--- src/rtl/mem_arbiter.sv ---
// Two-requester memory arbiter: a fetch port and a load/store port share one
// request/grant/rvalid memory interface, with starvation protection and timeout abort.
module mem_arbiter #(
  parameter int unsigned TIMEOUT    = 255,
  parameter int unsigned STARVE_MAX = 4
) (
  input  logic        clk,
  input  logic        rst,
  input  logic        if_req,
  input  logic [31:0] if_addr,
  output logic        if_valid,
  output logic [31:0] if_rdata,
  input  logic        d_req,
  input  logic        d_we,
  input  logic [31:0] d_addr,
  input  logic [31:0] d_wdata,
  input  logic [3:0]  d_wmask,
  output logic        d_valid,
  output logic [31:0] d_rdata,
  output logic        mem_req,
  output logic        mem_we,
  output logic [31:0] mem_addr,
  output logic [31:0] mem_wdata,
  output logic [3:0]  mem_wmask,
  input  logic        mem_gnt,
  input  logic        mem_rvalid,
  input  logic [31:0] mem_rdata,
  output logic        err
);

  localparam int unsigned TW = $clog2(TIMEOUT + 2);
  localparam int unsigned SW = $clog2(STARVE_MAX + 2);

  typedef enum logic [1:0] {S_IDLE, S_REQ, S_WAIT, S_DONE} state_t;

  state_t        state_q, state_d;
  logic          owner_q, owner_d;  // 1 = data port owns the transaction
  logic          we_q, we_d;
  logic [31:0]   addr_q, addr_d;
  logic [31:0]   wdata_q, wdata_d;
  logic [3:0]    wmask_q, wmask_d;
  logic [31:0]   rdata_q, rdata_d;
  logic [SW-1:0] starve_q, starve_d;
  logic [TW-1:0] tmo_q, tmo_d;
  logic          err_q, err_d;
  logic          mem_req_q, mem_req_d;
  logic          if_valid_q, if_valid_d;
  logic          d_valid_q, d_valid_d;
  logic          starved;
  logic          data_win;
  logic          expired;

  assign starved  = (starve_q == SW'(STARVE_MAX));
  assign data_win = d_req && !(if_req && starved);
  assign expired  = (tmo_q == TW'(TIMEOUT - 1));

  // Next-state, request capture, counters and registered outputs
  always_comb begin
    state_d    = state_q;
    owner_d    = owner_q;
    we_d       = we_q;
    addr_d     = addr_q;
    wdata_d    = wdata_q;
    wmask_d    = wmask_q;
    rdata_d    = rdata_q;
    starve_d   = starve_q;
    tmo_d      = tmo_q;
    err_d      = err_q;
    mem_req_d  = 1'b0;
    if_valid_d = 1'b0;
    d_valid_d  = 1'b0;

    case (state_q)
      S_IDLE: begin
        if (d_req || if_req) begin
          owner_d = data_win;
          rdata_d = 32'h0;
          tmo_d   = '0;
          state_d = S_REQ;
          if (data_win) begin
            we_d    = d_we;
            addr_d  = d_addr;
            wdata_d = d_wdata;
            wmask_d = d_wmask;
            if (if_req && !starved) starve_d = starve_q + SW'(1);
          end else begin
            we_d     = 1'b0;
            addr_d   = if_addr;
            wdata_d  = 32'h0;
            wmask_d  = 4'h0;
            starve_d = '0;
          end
        end
      end
      S_REQ: begin
        tmo_d = tmo_q + TW'(1);
        if (expired) begin
          rdata_d = 32'h0;
          err_d   = 1'b1;
          state_d = S_DONE;
        end else if (mem_gnt) begin
          if (we_q) begin
            state_d = S_DONE;
          end else if (mem_rvalid) begin
            rdata_d = mem_rdata;
            state_d = S_DONE;
          end else begin
            state_d = S_WAIT;
          end
        end
      end
      S_WAIT: begin
        tmo_d = tmo_q + TW'(1);
        if (expired) begin
          rdata_d = 32'h0;
          err_d   = 1'b1;
          state_d = S_DONE;
        end else if (mem_rvalid) begin
          rdata_d = mem_rdata;
          state_d = S_DONE;
        end
      end
      S_DONE: state_d = S_IDLE;
      default: state_d = S_IDLE;
    endcase

    mem_req_d  = (state_d == S_REQ);
    if_valid_d = (state_d == S_DONE) && !owner_d;
    d_valid_d  = (state_d == S_DONE) && owner_d;
  end

  always_ff @(posedge clk or posedge rst) begin
    if (rst) begin
      state_q    <= S_IDLE;
      owner_q    <= 1'b0;
      we_q       <= 1'b0;
      addr_q     <= 32'h0;
      wdata_q    <= 32'h0;
      wmask_q    <= 4'h0;
      rdata_q    <= 32'h0;
      starve_q   <= '0;
      tmo_q      <= '0;
      err_q      <= 1'b0;
      mem_req_q  <= 1'b0;
      if_valid_q <= 1'b0;
      d_valid_q  <= 1'b0;
    end else begin
      state_q    <= state_d;
      owner_q    <= owner_d;
      we_q       <= we_d;
      addr_q     <= addr_d;
      wdata_q    <= wdata_d;
      wmask_q    <= wmask_d;
      rdata_q    <= rdata_d;
      starve_q   <= starve_d;
      tmo_q      <= tmo_d;
      err_q      <= err_d;
      mem_req_q  <= mem_req_d;
      if_valid_q <= if_valid_d;
      d_valid_q  <= d_valid_d;
    end
  end

  // One shared data register; the non-owner sees zero
  assign if_rdata  = if_valid_q ? rdata_q : 32'h0;
  assign d_rdata   = d_valid_q ? rdata_q : 32'h0;
  assign if_valid  = if_valid_q;
  assign d_valid   = d_valid_q;
  assign mem_req   = mem_req_q;
  assign mem_we    = we_q;
  assign mem_addr  = addr_q;
  assign mem_wdata = wdata_q;
  assign mem_wmask = wmask_q;
  assign err       = err_q;

endmodule

--- config.mk ---
export PLATFORM = sky130hd
export DESIGN_NAME = mem_arbiter
export DESIGN_NICKNAME = d
export VERILOG_FILES = /design/src/rtl/mem_arbiter.sv
export SDC_FILE = /design/constraint.sdc
export NUM_CORES = 1
export LEC_CHECK = 0
export ABC_AREA = 1
export BUFFER_PORTS_ARGS = -buffer_cell sky130_fd_sc_hd__buf_4
export CELL_PAD_IN_SITES_DETAIL_PLACEMENT = 1
export CELL_PAD_IN_SITES_GLOBAL_PLACEMENT = 1
export CORE_UTILIZATION = 34
export CTS_BUF_LIST = sky130_fd_sc_hd__clkbuf_8
export CTS_CLUSTER_SIZE = 24
export DETAILED_ROUTE_END_ITERATION = 8
export PLACE_DENSITY_LB_ADDON = 0.25
export SETUP_SLACK_MARGIN = 0.05
export SLEW_MARGIN = 20
export SYNTH_ARGS = -nofsm -noshare
export SYNTH_HDL_FRONTEND = slang
export SYNTH_SLANG_ARGS = --single-unit
--- constraint.sdc ---
create_clock -name clk -period 5 [get_ports clk]
set_input_delay 0.5 -clock clk [delete_from_list [all_inputs] [get_ports clk]]
set_output_delay 0.5 -clock clk [all_outputs]
set_load 0.02 [all_outputs]
After elaboration in Yosys (flattened, before gate mapping)
Index checks and enable logic that the tools add are counted.
{"block": "totals", "reg_bits": 120, "wordCells": 71, "in_bits": 139, "out_inout_bits": 137}
{"block": "op_classes", "addsub": 2, "n_mux": 27, "n_reduce_logical": 18, "n_eq_ne": 11}
{"operator": "two-way mux 32 bit", "n": 10}
{"operator": "one-hot mux 32 bit (3 select lines)", "n": 1}
{"operator": "one-hot mux 9 bit (2 select lines)", "n": 1}
{"operator": "two-way mux 2 bit", "n": 5}
{"operator": "adder 9 x 1 -> 9 bit, second input constant", "n": 1}
{"operator": "equality test 9 x 8 -> 1 bit, second input constant", "n": 1}
{"operator": "two-way mux 9 bit", "n": 1}
{"operator": "one-hot mux 2 bit (4 select lines)", "n": 1}
{"operator": "equality test 2 bit, second input constant", "n": 3}
{"operator": "two-way mux 3 bit", "n": 2}
{"operator": "!= test 3 bit, second input constant", "n": 2}
{"operator": "AND reduction 2 bit", "n": 3}
{"operator": "logical AND 1 bit", "n": 5}
{"operator": "two-way mux 1 bit", "n": 5}
{"operator": "equality test 2 x 1 -> 1 bit, second input constant", "n": 2}
{"operator": "two-way mux 4 bit", "n": 1}
{"operator": "AND reduction 4 bit", "n": 1}
{"operator": "adder 3 x 1 -> 3 bit, second input constant", "n": 1}
{"operator": "equality test 3 bit, second input constant", "n": 1}
{"operator": "logical NOT 1 bit", "n": 3}
{"operator": "AND reduction 3 bit", "n": 1}
{"operator": "nonzero test 3 bit", "n": 1}
{"operator": "logical NOT 2 bit", "n": 1}
{"operator": "!= test 2 x 1 -> 1 bit, second input constant", "n": 1}
{"operator": "other kinds (4)", "n": 4}

Logic depth before layout (Yosys ltp)
{"block": "depth", "depth_word": 8, "depth_mapped": 12}

Worst setup path after synthesis
OpenSTA, ideal clock, no wires.
{"block": "synth_path", "path_type": "reg-to-reg", "from": "register state_q[0]", "to": "register rdata_q[10]", "stages_incl_launch_ff": 10, "arrival_ns": 1.529, "setup_time_ns": 0.117, "setup_slack_ns": 3.354, "path_buffers": 1, "cell_sequence": "dfrtp_1 > inv_1 > ha_1 > inv_2 > nor2_1 > o21ai_2 > nand3b_4 > buf_6 > nand2_2 > o21ai_2"}
{"block": "synth_between", "elab_chain_cells": 3}
{"element": "start, declared", "line": "36", "source": "state_t state_q, state_d;"}
{"element": "start signal, assigned", "line": "148", "source": "state_q <= state_d;"}
{"element": "equality test 2 x 1 -> 1 bit, or another cell as far along", "line": "73", "source": "case (state_q)"}
{"element": "!= test 3 bit (no source line), or another cell as far along"}
{"element": "AND reduction 4 bit (no source line)"}
{"element": "end signal, assigned", "line": "154", "source": "rdata_q <= rdata_d;"}
{"element": "end, declared", "line": "42", "source": "logic [31:0] rdata_q, rdata_d;"}
Parallel ways exist; a longest one is shown, timed or not.
A chain may end at the register's enable or synchronous reset.

Final worst setup path
{"block": "layout_path", "from": "register state_q[0]", "to": "register rdata_q[31]"}
Same word-level chain as after synthesis.

==> impl_metrics.csv <==
group,metric,value,unit
run_status,status,"completed",
synth,ys_seq_elements,120,
synth,ys_seq_area_share,50.57,%
synth,syn_nets,888,
clocking,cts_setup_buffers,0,
drt,vias,5759,
floorplan,fp.dieH,134.2,um
drt,drtIter0Drc,222,
global_route,grt_first_pass_wirelength,31040,um
final_layout,fin_nets,1149,
synth,synth_edf_count,0,
synth,synthFlopType,"dfrtp_1",
drt,antenna_left,0,
synth,ys_types,27,
timing,slew_headroom,29.73,%
critical_path,reg2reg_from,"state_q[0]$_DFF_PP0_",
critical_path,cp-start-kind,"register",
critical_path,reg2regPathDepth,8,
timing,fin_tns_setup,0,ns
global_route,grt_max_degree,81,
final_layout,drive_above_1_share,38.86,%
drt,via_per_inst,4.667,
hold_path,min_path_type,"in2async",
clocking,insertion_delay,0.45,ns
global_route,grt_pass1_vias,5851,
power,max-vdd-ir-drop,0.3798,mV
floorplan,die-area,18000,um2
timing,finalClockSkew,0.009787,ns
drt,totalWireLength,19660,um
global_route,antenna_found_initial,0,
critical_path,endpoint_kind,"register",
final_layout,final.fill_count,2115,
synth,async_flop_share,100.0,%
drt,route.detailed.drc,0,
critical_path,rr_endpoint,"rdata_q[31]$_DFFE_PP0P_",
clocking,htree_levels,4,
timing,finalHoldViolations,0,
synth,synth_cells,740,
clocking,clockRootBuffer,"clkbuf_8",
clocking,cts_buffers,17,
placed_design,port_buffers,275,
power,leakage,4.905,nW
floorplan,die_w,134.2,um
critical_path,r2r_slack,2.49,ns
power,pwr_density_cell,617.4,nW/um2
timing,fin_crit,2.509,ns
global_route,grt_usage,22.31,%
synth,yosys.area.top_type_share,50.57,%
synth,synth_area_leaders,"dfrtp_1, nand2_1, a21oi_1",
critical_path,crit_type,"reg2reg",
power,finalPower,0.005273,W
timing,finalSetupViolations,0,
timing,tightestPinTransition,1.054,ns
floorplan,pin_count,276,
clocking,cts_tree,"yes",
drt,dr.pass1.iters,4,
critical_path,critPathArrivalTime,2.81,ns
clocking,clock-sinks,120,
final_layout,syn_to_final_growth,43.81,%
timing,rsz0062_at_grt,"false",
clocking,ctsHoldBuffers,0,
clocking,clk_pin_slew,0.08,ns
timing,fmax,398.5,MHz
job,drv_cap,0,
clocking,clk_path_buf_depth,2,
timing,drv_slew,0,
synth,netlist_area,5938,um2
synth,postSynthAreaPerCell,8.025,um2
floorplan,core_area,16820,um2
timing,timing.final.crit_share,50.18,%
floorplan,start_util,35.31,%
critical_path,path_max_fanout,64,
synth,yosysTopAreaCell,"dfrtp_1",
critical_path,crit_required,5.30,ns
drt,wl_per_cell,15.93,um
synth,yosysWarnings,0,
global_route,grt.overflow.total,0,
floorplan,num_rows,47,
placed_design,dp_hpwl,14220,um
final_layout,antenna_cells,0,
clocking,cts_resized,0,
placed_design,place_congestion,0.8034,
## metrics by stage
step                utilization (%)  std cells  cell area [um2]  worst slack [ns]  hold WS (ns)
floorplan                         -        740             5938             1.314        0.4548
global placement              48.27       1202             8119             2.545        0.4636
detailed placement            48.27       1202             8119             2.454        0.4665
CTS                           50.74       1234             8534             2.397        0.2444
global route                  50.77       1234             8539             2.254        0.2512
finish                        50.77       1234             8539             2.491        0.2093
## worst max path at each step
stage                          from  cells after the start                      end
3_5_place_dp   state_q[0]$_DFF_PP0_                      8  rdata_q[31]$_DFFE_PP0P_
6_report       state_q[0]$_DFF_PP0_                      8  rdata_q[31]$_DFFE_PP0P_
3_3_place_gp   state_q[0]$_DFF_PP0_                      8  rdata_q[28]$_DFFE_PP0P_
5_1_grt        state_q[0]$_DFF_PP0_                      8  rdata_q[30]$_DFFE_PP0P_
2_1_floorplan                   rst                      1        d_valid$_DFF_PP0_
4_1_cts           d_valid$_DFF_PP0_                      3               d_rdata[0]
## critical path: stages (launching register included)
cell and delay [ns]:
dfrtp_1 0.42, inv_1 0.12, ha_1 0.36, inv_2 0.09, nor2_1 0.05, o21ai_2 0.17, nand3b_4 0.77, nand2_1 0.31
o21ai_2 0.07
## kinds of logic (layout without fill, tap and decap cells)
family / count (synthesis) / in the layout / synth area share, %
adders and majority gates: 9 / 9 / 1.896
DFF: 120 / 120 / 50.57
and+or+nand+nor: 361 / 361 / 25.71
xor gates and xnor gates: 2 / 2 / 0.2950
buffers and inverters: 129 / 403 / 9.166
AOI/OAI and AO/OA: 119 / 119 / 12.37
## synth_stat cells (2+ instances only)
library cell	instances
o21ai_0	6
o21ai_2	33
dfrtp_1	120
nand2_1	234
inv_1	82
o21bai_1	2
buf_6	6
nor2_1	46
a21oi_1	70
xor2_1	2
clkbuf_1	19
nand3_1	44
nand2_2	32
ha_1	9
inv_2	8
buf_2	12
buf_1	2
o21ai_1	4
## registers in the layout, indices dropped and copies added, names as in the netlist, 2 cells and up
register / flops
mem_addr: 32
mem_wdata: 32
rdata_q: 32
tmo_q: 9
mem_wmask: 4
starve_q: 3
state_q: 2
## layout make-up
| class | count | area [um2] | share of cell area, % |
|---|---|---|---|
| Multi-Input combinational cell | 491 | 2391 | 28.00 |
| Tap cell | 220 | 275.3 | 3.223 |
| Timing Repair Buffer | 281 | 2110 | 24.70 |
| Clock buffer | 19 | 261.5 | 3.062 |
| Sequential cell | 120 | 3005 | 35.19 |
| Inverter | 90 | 342.8 | 4.015 |
| Clock inverter | 13 | 153.9 | 1.802 |
## routing by layer
metal / wire length (um) / vias to the layer above / GRT usage [%]
li1: - / 2804 / -
met1: 8300 / 2727 / 27.83
met2: 9374 / 205 / 36.01
met3: 1594 / 23 / 7.710
met4: 386 / 0 / 7.553
met5: 0 / - / 0
## where the power goes
part,switching (W),internal [W]
combinational,0.00163,0.000968
sequential,0.000349,0.00141
clock,0.000408,0.000515
total,0.00238,0.00289
## cells in the final DEF (no fill, tap or decap), drive strengths merged, types with 2 or more instances in the layout
cell type    n
buf        281
clkbuf      19
a21boi       2
inv         91
xor2         2
o21bai       2
a21oi       71
o21ai       43
bufinv       3
clkinv       6
clkinvlp     3
ha           9
nand3       44
nand2      267
dfrtp      120
nor2        48
Note: power is estimated with default switching activity, not from simulation.
